<file path="src/rtl/fp_mul_pipe.sv">
// rtl/fp_mul_pipe.sv - four-stage pipelined floating-point multiplier with round-to-nearest-even and valid/ready handshake
// Define FPMUL_SPECIAL_EN to decode Inf/NaN; without it every exponent is finite and overflow saturates.
module fp_mul_pipe #(
  parameter int EXP_W = 5,
  parameter int MAN_W = 10,
  parameter int TAG_W = 4
) (
  input  logic                   clk,
  input  logic                   rst,
  input  logic                   in_valid,
  output logic                   in_ready,
  input  logic [EXP_W+MAN_W:0]   data1,
  input  logic [EXP_W+MAN_W:0]   data2,
  input  logic [TAG_W-1:0]       in_tag,
  output logic                   out_valid,
  input  logic                   out_ready,
  output logic [EXP_W+MAN_W:0]   datanew,
  output logic [TAG_W-1:0]       out_tag,
  output logic [3:0]             out_flags
);
  localparam int W  = 1 + EXP_W + MAN_W;
  localparam int P  = MAN_W + 1;
  localparam int EW = EXP_W + 2;
  localparam logic [EW-1:0] BIAS = {3'b000, {(EXP_W-1){1'b1}}};
  localparam logic [EW-1:0] EMAX = {2'b00, {EXP_W{1'b1}}};
  localparam logic [W-1:0]  QNAN = {1'b0, {EXP_W{1'b1}}, 1'b1, {(MAN_W-1){1'b0}}};

`ifdef FPMUL_SPECIAL_EN
  localparam bit SPECIAL = 1'b1;
`else
  localparam bit SPECIAL = 1'b0;
`endif

  logic en1, en2, en3, en4;

  // S1 unpack; class bits are {invalid, nan, inf, zero}
  logic [EXP_W-1:0] ea, eb;
  logic [MAN_W-1:0] ma, mb;
  logic             zero_a, zero_b, inf_a, inf_b, nan_a, nan_b, inv_c;
  logic [3:0]       cls_c;
  logic [2*P-1:0]   sig_a, sig_b;

  assign ea     = data1[W-2:MAN_W];
  assign eb     = data2[W-2:MAN_W];
  assign ma     = data1[MAN_W-1:0];
  assign mb     = data2[MAN_W-1:0];
  assign zero_a = (ea == '0);
  assign zero_b = (eb == '0);
  assign inf_a  = SPECIAL && (&ea) && (ma == '0);
  assign inf_b  = SPECIAL && (&eb) && (mb == '0);
  assign nan_a  = SPECIAL && (&ea) && (ma != '0);
  assign nan_b  = SPECIAL && (&eb) && (mb != '0);
  assign inv_c  = (inf_a && zero_b) || (zero_a && inf_b);
  assign cls_c  = {inv_c, nan_a || nan_b || inv_c, inf_a || inf_b, zero_a || zero_b};
  assign sig_a  = {{P{1'b0}}, 1'b1, ma};
  assign sig_b  = {{P{1'b0}}, 1'b1, mb};

  logic             v1, sign1;
  logic [3:0]       cls1;
  logic [EW-1:0]    exp1;
  logic [2*P-1:0]   prod1;
  logic [TAG_W-1:0] tag1;

  // S2 normalise from the S1 product
  logic           norm_hi, guard_c, sticky_c;
  logic [P-1:0]   kept_c;
  logic [EW-1:0]  exp_n;

  assign norm_hi  = prod1[2*P-1];
  assign kept_c   = norm_hi ? prod1[2*P-1:P] : prod1[2*P-2:P-1];
  assign guard_c  = norm_hi ? prod1[P-1] : prod1[P-2];
  assign sticky_c = norm_hi ? (|prod1[P-2:0]) : (|prod1[P-3:0]);
  assign exp_n    = exp1 + {{(EW-1){1'b0}}, norm_hi};

  logic             v2, sign2, guard2, sticky2;
  logic [3:0]       cls2;
  logic [EW-1:0]    exp2;
  logic [P-1:0]     kept2;
  logic [TAG_W-1:0] tag2;

  // S3 round to nearest even
  logic         rnd_up;
  logic [P:0]   sum_c;

  assign rnd_up = guard2 && (kept2[0] || sticky2);
  assign sum_c  = {1'b0, kept2} + {{P{1'b0}}, rnd_up};

  logic             v3, sign3, inexact3;
  logic [3:0]       cls3;
  logic [EW-1:0]    exp3;
  logic [P:0]       sum3;
  logic [TAG_W-1:0] tag3;

  // S4 finalise: rounding carry, range checks and special results
  logic             carry;
  logic [MAN_W-1:0] man_f;
  logic [EW-1:0]    exp_f;
  logic [W-1:0]     res_c;
  logic [3:0]       flg_c;

  assign carry = sum3[P];
  assign man_f = carry ? sum3[MAN_W:1] : sum3[MAN_W-1:0];
  assign exp_f = exp3 + {{(EW-1){1'b0}}, carry};

  always_comb begin
    res_c = {sign3, exp_f[EXP_W-1:0], man_f};
    flg_c = {3'b000, inexact3};
    if (cls3[2]) begin
      res_c = QNAN;
      flg_c = {cls3[3], 3'b000};
    end else if (cls3[1]) begin
      res_c = {sign3, {EXP_W{1'b1}}, {MAN_W{1'b0}}};
      flg_c = 4'b0000;
    end else if (cls3[0]) begin
      res_c = {sign3, {(W-1){1'b0}}};
      flg_c = 4'b0000;
    end else if (!exp_f[EW-1] && (exp_f >= EMAX)) begin
      res_c = SPECIAL ? {sign3, {EXP_W{1'b1}}, {MAN_W{1'b0}}}
                      : {sign3, {(EXP_W-1){1'b1}}, 1'b0, {MAN_W{1'b1}}};
      flg_c = 4'b0101;
    end else if (exp_f[EW-1] || (exp_f == '0)) begin
      res_c = {sign3, {(W-1){1'b0}}};
      flg_c = 4'b0011;
    end
  end

  logic             v4;
  logic [W-1:0]     data4;
  logic [3:0]       flags4;
  logic [TAG_W-1:0] tag4;

  assign en4      = !v4 || out_ready;
  assign en3      = !v3 || en4;
  assign en2      = !v2 || en3;
  assign en1      = !v1 || en2;
  assign in_ready = en1;

  always_ff @(posedge clk) begin
    if (rst) begin
      v1     <= 1'b0;
      v2     <= 1'b0;
      v3     <= 1'b0;
      v4     <= 1'b0;
      data4  <= '0;
      flags4 <= '0;
      tag4   <= '0;
    end else begin
      if (en1) begin
        v1    <= in_valid;
        sign1 <= data1[W-1] ^ data2[W-1];
        cls1  <= cls_c;
        exp1  <= {2'b00, ea} + {2'b00, eb} - BIAS;
        prod1 <= sig_a * sig_b;
        tag1  <= in_tag;
      end
      if (en2) begin
        v2      <= v1;
        sign2   <= sign1;
        cls2    <= cls1;
        exp2    <= exp_n;
        kept2   <= kept_c;
        guard2  <= guard_c;
        sticky2 <= sticky_c;
        tag2    <= tag1;
      end
      if (en3) begin
        v3       <= v2;
        sign3    <= sign2;
        cls3     <= cls2;
        exp3     <= exp2;
        sum3     <= sum_c;
        inexact3 <= guard2 | sticky2;
        tag3     <= tag2;
      end
      if (en4) begin
        v4     <= v3;
        data4  <= res_c;
        flags4 <= flg_c;
        tag4   <= tag3;
      end
    end
  end

  assign out_valid = v4;
  assign datanew   = data4;
  assign out_flags = flags4;
  assign out_tag   = tag4;
endmodule

</file>
<file path="config.mk">
export PLATFORM = sky130hd
export DESIGN_NAME = fp_mul_pipe
export DESIGN_NICKNAME = d
export VERILOG_FILES = /design/src/rtl/fp_mul_pipe.sv
export SDC_FILE = /design/constraint.sdc
export NUM_CORES = 1
export LEC_CHECK = 0
export CAP_MARGIN = 20
export CORE_UTILIZATION = 54
export DETAILED_ROUTE_END_ITERATION = 16
export PLACE_DENSITY = 0.78
export SETUP_SLACK_MARGIN = 0.05
export SYNTH_ARGS = -nofsm -noshare
export SYNTH_HDL_FRONTEND = slang
export SYNTH_SLANG_ARGS = --single-unit
</file>
<file path="constraint.sdc">
create_clock -name clk -period 6.7 [get_ports clk]
set_clock_uncertainty 0.05 [all_clocks]
set_input_delay 1.675 -clock clk [delete_from_list [all_inputs] [get_ports clk]]
set_output_delay 1.675 -clock clk [all_outputs]
set_load 0.02 [all_outputs]
</file>
==> run_results.csv, run 1 <==
group,metric,value,unit
detailed_routing,postRouteAntennaNets,0,
clock_network,clkTransAtPathRegs,0.05,ns
grt,grt_pass1_wl,26.8,mm
worst_setup_path,path_cells,"clkdlybuf4s50_1 > buf_4 > nand2_1 > fa_1 > fa_1 > inv_1 > ha_1 > fa_1 > inv_1 > fa_1 > inv_1 > ha_1 > a21o_1 > or3_1 > o21ba_1 > and2_4 > o41ai_2 > xnor2_1",
synthesis,synth-main-ff-cell,"edfxtp_1",
floorplan,die_h,128,um
grt,grt_max_degree,36,
grt,use_met3,0.0401,
synthesis,synth_cell_types,59,
clock_network,clkLatencyLatePin,0.41,ns
grt,grt_util_met1,0.246,
detailed_routing,dr.pass1.iters,4,
final_layout,layout_commonest_cell,"inv_1",
pwr,cellInternalPower,0.00268,W
placement,io_buffers,64,
floorplan,die_area,0.0164,mm2
floorplan,core,0.0154,mm2
final_layout,final_nets,1108,
synthesis,syn_area,0.00858,mm2
final_layout,final_cell_mix,"129 x inv_1, 87 x edfxtp_1, 81 x nand2_1, 81 x fa_1, 73 x ha_1",
pwr,powerDensity,396,mW/mm2
grt,grt_pass1_vias,5857,
synthesis,syn_area_per_cell,10.8,um2
final_layout,syn2layout_area_growth,22.0,%
run,drv_cap,0,
worst_setup_path,startpoint_type,"primary input",
worst_setup_path,cp-end-kind,"register",
outcome,outcome,"completed",
pwr,leakage,4.76,nW
final_layout,drive_gt1_frac,0.141,
placement,placed_cell_area,0.00988,mm2
grt,overflow,0,
timing,worstMarginPinSlew,0.939,ns
worst_setup_path,critPathMostFrequentCell,"fa_1",
floorplan,pin_count,66,
grt,met2_usage,0.380,
final_layout,design_area,0.0105,mm2
floorplan,start_util,0.558,
pwr,p_comb_frac,0.533,
synthesis,netlist_instances,792,
grt,grt_busiest_layer,"met2",
final_layout,fillers,1138,
pwr,clockPowerShare,0.195,
synthesis,async_reset_ff_frac,0,
min_path,hold_class,"reg2reg",
clock_network,cts_tree,"built",
timing,relSlewSlack,0.372,
detailed_routing,drt-total-wl,15.5,mm
timing,rsz0062_at_grt,"yes",
placement,post-dp-hpwl,12.5,mm
worst_setup_path,worstPathArrival,6.61,ns
clock_network,cts_htree_levels,4,
pwr,switchingPower,0.00147,W
synthesis,synth_fp_nets,987,
detailed_routing,avgRoutedWirePerCell,13.6,um
timing,finalCritPeriodShare,0.972,
placement,place_ws,-0.269,ns
worst_setup_path,critPathMaxFanout,5,
detailed_routing,via_per_inst,5.10,
clock_network,cts_sinks,114,
grt,antenna_found_initial,0,
pwr,finalPower,0.00415,W
floorplan,dieWidth,128,um
clock_network,cts_setup_buffers,0,
floorplan,rows,45,
timing,fin_crit,6.51,ns
synthesis,ys_warn_count,0,
synthesis,synth_edf_count,87,
timing,fin_ws,0.188,ns
clock_network,cts_root_buffer,"clkbuf_16",
grt,grt_usage,0.210,
worst_setup_path,cp.required,6.80,ns
pwr,peakVddDrop,0.259,mV
detailed_routing,drc,0,
timing,worst_hold_slack,0.359,ns
timing,slew_violations,0,
timing,fmax,154,MHz
clock_network,cts_hold_buf,0,
synthesis,synth_seq_area_share,0.367,
detailed_routing,dr_total_vias,5797,
worst_setup_path,cpMaxStageDelayCell,"clkdlybuf4s50_1",
worst_setup_path,path_class,"in2reg",
pwr,seqPwrFrac,0.272,
worst_setup_path,max_stage_delay,0.59,ns
detailed_routing,dr.first_iter.drc_count,268,
clock_network,clockBufferDepth,2,
clock_network,numCtsBuffers,17,
final_layout,n_antenna_cell,0,
timing,finalSetupViolCount,0,
timing,hold_violations,0,
final_layout,post-route-util,0.681,
placement,gp_congestion,0.926,
pwr,p_sw_frac,0.354,
synthesis,synth_seq_cells,114,
==> registers in the layout, indices dropped and copies added, names as in the netlist, 3 cells and up <==
| register | flops |
|---|---|
| out_flags | 3 |
| tag1 | 4 |
| sum3 | 12 |
| exp2 | 7 |
| tag2 | 4 |
| datanew | 16 |
| exp1 | 7 |
| exp3 | 7 |
| prod1 | 22 |
| out_tag | 4 |
| kept2 | 11 |
| tag3 | 4 |
==> metal layers <==
metal | part of all wire | vias up
met1 | 0.43 | 2798
met2 | 0.52 | 114
met5 | 0 | -
met3 | 0.030 | 17
li1 | - | 2868
met4 | 0.019 | 0
==> critical path: cells and delay by family <==
kind                       cells  cell delay [ns]
xor gates and xnor gates       1             0.09
buffers and inverters          5             0.90
and+or+nand+nor                3             0.55
adders and majority gates      6             2.69
AOI/OAI and AO/OA              3             0.69
==> layout make-up <==
class,count,area (um2),area share
Clock buffer,27,524,0.0501
Tap cell,211,264,0.0252
Sequential cell,114,3150,0.301
Timing Repair Buffer,129,1150,0.109
Multi-Input combinational cell,522,4870,0.465
Clock inverter,5,26.3,0.00251
Inverter,129,484,0.0463
==> cell usage after synthesis, types with 3 or more instances <==
cell | n | share of area
clkbuf_1 | 21 | 0.0092
nor4_1 | 4 | 0.0029
fa_1 | 81 | 0.19
o21ai_0 | 10 | 0.0058
mux2_2 | 21 | 0.028
xnor2_1 | 28 | 0.029
a221o_1 | 10 | 0.012
ha_1 | 74 | 0.11
inv_1 | 129 | 0.056
nor3b_1 | 3 | 0.0026
a31oi_1 | 4 | 0.0029
nor2b_1 | 6 | 0.0044
edfxtp_1 | 87 | 0.30
nand3_1 | 15 | 0.0087
a21o_1 | 6 | 0.0052
xor2_1 | 11 | 0.011
nand2b_1 | 5 | 0.0036
and3_1 | 9 | 0.0066
nand4_1 | 5 | 0.0036
nor2_1 | 33 | 0.014
and2_1 | 42 | 0.031
a21oi_1 | 28 | 0.016
o21a_1 | 3 | 0.0026
dfxtp_1 | 27 | 0.063
nand2_1 | 81 | 0.035
nor3_1 | 5 | 0.0029
==> kinds of logic after synthesis <==
logic type               after synthesis  share of synthesized area
XOR/XNOR                              39                     0.0398
flip-flops                           114                      0.367
adder cells (fa/ha/maj)              155                      0.297
multiplexers                          21                     0.0276
AO/OA/AOI/OAI                         84                     0.0700
AND/OR/NAND/NOR                      222                      0.128
buffers and inverters                156                     0.0694
other                                  1                   0.000437
==> metrics by stage <==
step / setup TNS [ns] / instances
6_report: 0 / 1137
5_1_grt: -0.00311 / 1137
4_1_cts: 0 / 1137
3_5_place_dp: -1.80 / 1105
3_3_place_gp: -0.934 / 1105
2_1_floorplan: 0 / 792
==> timing repair <==
item,in CTS,in global routing
setup endpoints to repair,0,7
gates resized for setup,0,11
hold endpoints to repair,0,0
==> path summary, 6_finish.rpt <==
check                 from          to  slack (ns)  cells after the start
hold reg to reg    cls2[0]     cls3[0]        0.36                      0
setup / recovery  data1[6]   prod1[17]        0.19                     18
hold / removal     cls2[0]     cls3[0]        0.36                      0
setup reg to reg  sum3[11]  datanew[1]        4.08                      8
==> power by group through the flow <==
stage               logic (W)  clock network [W]  registers [W]
detailed placement    0.00215                  0        0.00114
global placement      0.00209                  0        0.00113
CTS                   0.00218           0.000825        0.00113
global route          0.00251           0.000858        0.00115
floorplan             0.00154                  0        0.00112
finish                0.00221           0.000810        0.00113
Note: power is estimated with default switching activity, not from simulation.
==> run 2: changes to the inputs <==
SLEW_MARGIN = 0   (was default)
==> results of run 2 <==
Same layout as run 1: the final DEF is identical, and so are final timing and power.
==> run 3: changes to the inputs <==
CORE_UTILIZATION = 55   (was 54)
CTS_BUF_LIST = sky130_fd_sc_hd__clkbuf_2 sky130_fd_sc_hd__clkbuf_4 sky130_fd_sc_hd__clkbuf_8   (was default)
PLACE_DENSITY = 0.79   (was 0.78)
==> run 3 against run 2 <==
  * Sequential cell count unchanged
  * Combinational power about the same
  * Clock power down 21%
  * Non-clock buffer count down 3
  * Routed wire length down 0.86%
  * Final area down 2.0%
  * Setup slack better by 0.058 ns
  * Clock-buffer cell count down 9
==> run_results.csv, run 3 (synthesis results as in run 1) <==
group,metric,value,unit
outcome,outcome,"completed",
worst_setup_path,worstPathArrival,6.61,ns
placement,placed_cells,1079,
final_layout,fin_cells,1111,
detailed_routing,dr.first_iter.drc_count,318,
clock_network,cts_root_buffer,"clkbuf_8",
timing,fin_setup_tns,0,ns
pwr,peakVddDrop,0.221,mV
detailed_routing,drc,0,
clock_network,clockBufferDepth,2,
pwr,cellInternalPower,0.00254,W
floorplan,start_util,0.564,
min_path,hold_class,"reg2reg",
placement,io_buffers,64,
clock_network,cts_sinks,114,
floorplan,die_h,127,um
clock_network,numCtsBuffers,17,
floorplan,core,0.0152,mm2
final_layout,largest_reg_flops,22,
floorplan,die_area,0.0161,mm2
detailed_routing,avgRoutedWirePerCell,13.8,um
clock_network,clkTransAtPathRegs,0.07,ns
final_layout,final_cell_mix,"129 x inv_1, 87 x edfxtp_1, 81 x nand2_1, 81 x fa_1, 74 x ha_1",
clock_network,cts_htree_levels,4,
pwr,switchingPower,0.00145,W
final_layout,final_nets,1105,
timing,rsz0062_at_grt,"yes",
detailed_routing,drt-total-wl,15.3,mm
placement,placed_cell_area,0.00982,mm2
floorplan,dieWidth,127,um
detailed_routing,via_per_inst,5.18,
clock_network,cts_hold_buf,0,
clock_network,cts_tree,"built",
grt,antenna_found_initial,0,
final_layout,regMostFlops,"prod1",
worst_setup_path,startpoint_type,"primary input",
clock_network,clkLatencyLatePin,0.43,ns
timing,hold_violations,0,
detailed_routing,dr_total_vias,5750,
grt,overflow,0,
worst_setup_path,rrSetupSlack,4.13,ns
placement,gp_congestion,0.928,
pwr,powerDensity,389,mW/mm2
timing,relSlewSlack,0.387,
timing,finalSetupViolCount,0,
pwr,clockPowerShare,0.160,
grt,grt_pass1_wl,26.4,mm
final_layout,design_area,0.0103,mm2
worst_setup_path,cp-startpoint,"data1[1]",
pwr,seqPwrFrac,0.283,
final_layout,layout_commonest_cell,"inv_1",
grt,grt_max_degree,36,
final_layout,drive_gt1_frac,0.142,
grt,grt_usage,0.209,
timing,finalCritPeriodShare,0.963,
timing,slew_violations,0,
worst_setup_path,cp.required,6.86,ns
worst_setup_path,rr_startpoint,"sum3[11]",
worst_setup_path,cp-end-kind,"register",
floorplan,rows,45,
detailed_routing,dr.pass1.iters,5,
floorplan,pin_count,66,
timing,fmax,155,MHz
min_path,holdCritStartpoint,"exp2[4]",
pwr,leakage,4.64,nW
timing,fin_crit,6.45,ns
detailed_routing,postRouteAntennaNets,0,
placement,post-dp-hpwl,12.3,mm
grt,grt_pass1_vias,5878,
final_layout,n_antenna_cell,0,
run,drv_cap,0,
pwr,p_sw_frac,0.363,
pwr,p_comb_frac,0.557,
worst_setup_path,critPathMaxFanout,5,
timing,worstMarginPinSlew,0.916,ns
final_layout,syn2layout_area_growth,19.5,%
worst_setup_path,path_class,"in2reg",
-- run 3: changes by cell type in the layout (fill, tap and decap cells not counted), sizes merged, moves of 2 or more --
| cell | before | now |
|---|---|---|
| clkinv | 4 | 6 |
| bufinv | 0 | 3 |
| buf | 65 | 62 |
| dlymetal6s2s | 7 | 5 |
| clkdlybuf4s50 | 57 | 59 |
| clkbuf | 27 | 18 |
| clkinvlp | 0 | 5 |
-- run 3: per-layer routing --
| metal | up-vias | global-route usage | share of wire |
|---|---|---|---|
| met1 | 2760 | 0.241 | 0.42 |
| met3 | 27 | 0.0413 | 0.029 |
| met2 | 106 | 0.387 | 0.53 |
| met5 | - | 0 | 0 |
| li1 | 2857 | - | - |
| met4 | 0 | 0.0686 | 0.018 |
-- run 3: final cells by class --
type	instances	area [um2]
clock buffer	18	241
tap	188	235
clock inverter	14	165
fill	1161	4940
inverter	129	484
sequential	114	3150
timing repair buffer	126	1120
multi-input combinational	522	4860
-- run 3: power by group through the flow --
stage          combinational, W  clock, W  sequential, W
2_1_floorplan           0.00154         0        0.00112
3_3_place_gp            0.00214         0        0.00113
3_5_place_dp            0.00220         0        0.00114
4_1_cts                 0.00222  0.000649        0.00113
5_1_grt                 0.00254  0.000682        0.00115
6_report                0.00222  0.000639        0.00113
-- run 3: worst paths after layout --
path	cells after the start	endpoint
worst min register to register	0	exp3[4]
worst max register to register	8	datanew[7]
worst max-delay path	17	prod1[20]
worst min-delay path	0	exp3[4]
-- run 3: stage by stage --
step / utilization / setup WS [ns] / hold slack [ns] / total power, W
3_3_place_gp: 0.646 / -0.287 / 0.351 / 0.00327
3_5_place_dp: 0.646 / -0.453 / 0.355 / 0.00334
2_1_floorplan: - / 0.197 / 0.350 / 0.00266
5_1_grt: 0.675 / 0.0338 / 0.376 / 0.00437
4_1_cts: 0.673 / 0.153 / 0.366 / 0.00400
6_report: 0.675 / 0.246 / 0.366 / 0.00399
-- run 3: worst max-delay path: stages --
cell             delay (ns)
clkdlybuf4s50_1        0.51
and2_1                 0.23
fa_1                   0.50
inv_1                  0.05
fa_1                   0.53
inv_1                  0.05
fa_1                   0.50
fa_1                   0.54
inv_1                  0.05
fa_1                   0.52
inv_1                  0.04
ha_1                   0.33
nand2_1                0.06
o21ai_0                0.35
o31ai_4                0.13
buf_4                  0.17
o311ai_1               0.36
-- run 3: timing repair --
item                                    4_1_cts  5_1_grt
resized for setup                             1        7
hold endpoints to repair                      0        0
buffers inserted                              0        0
endpoints found under the setup margin        1        3
cloned                                        0        0
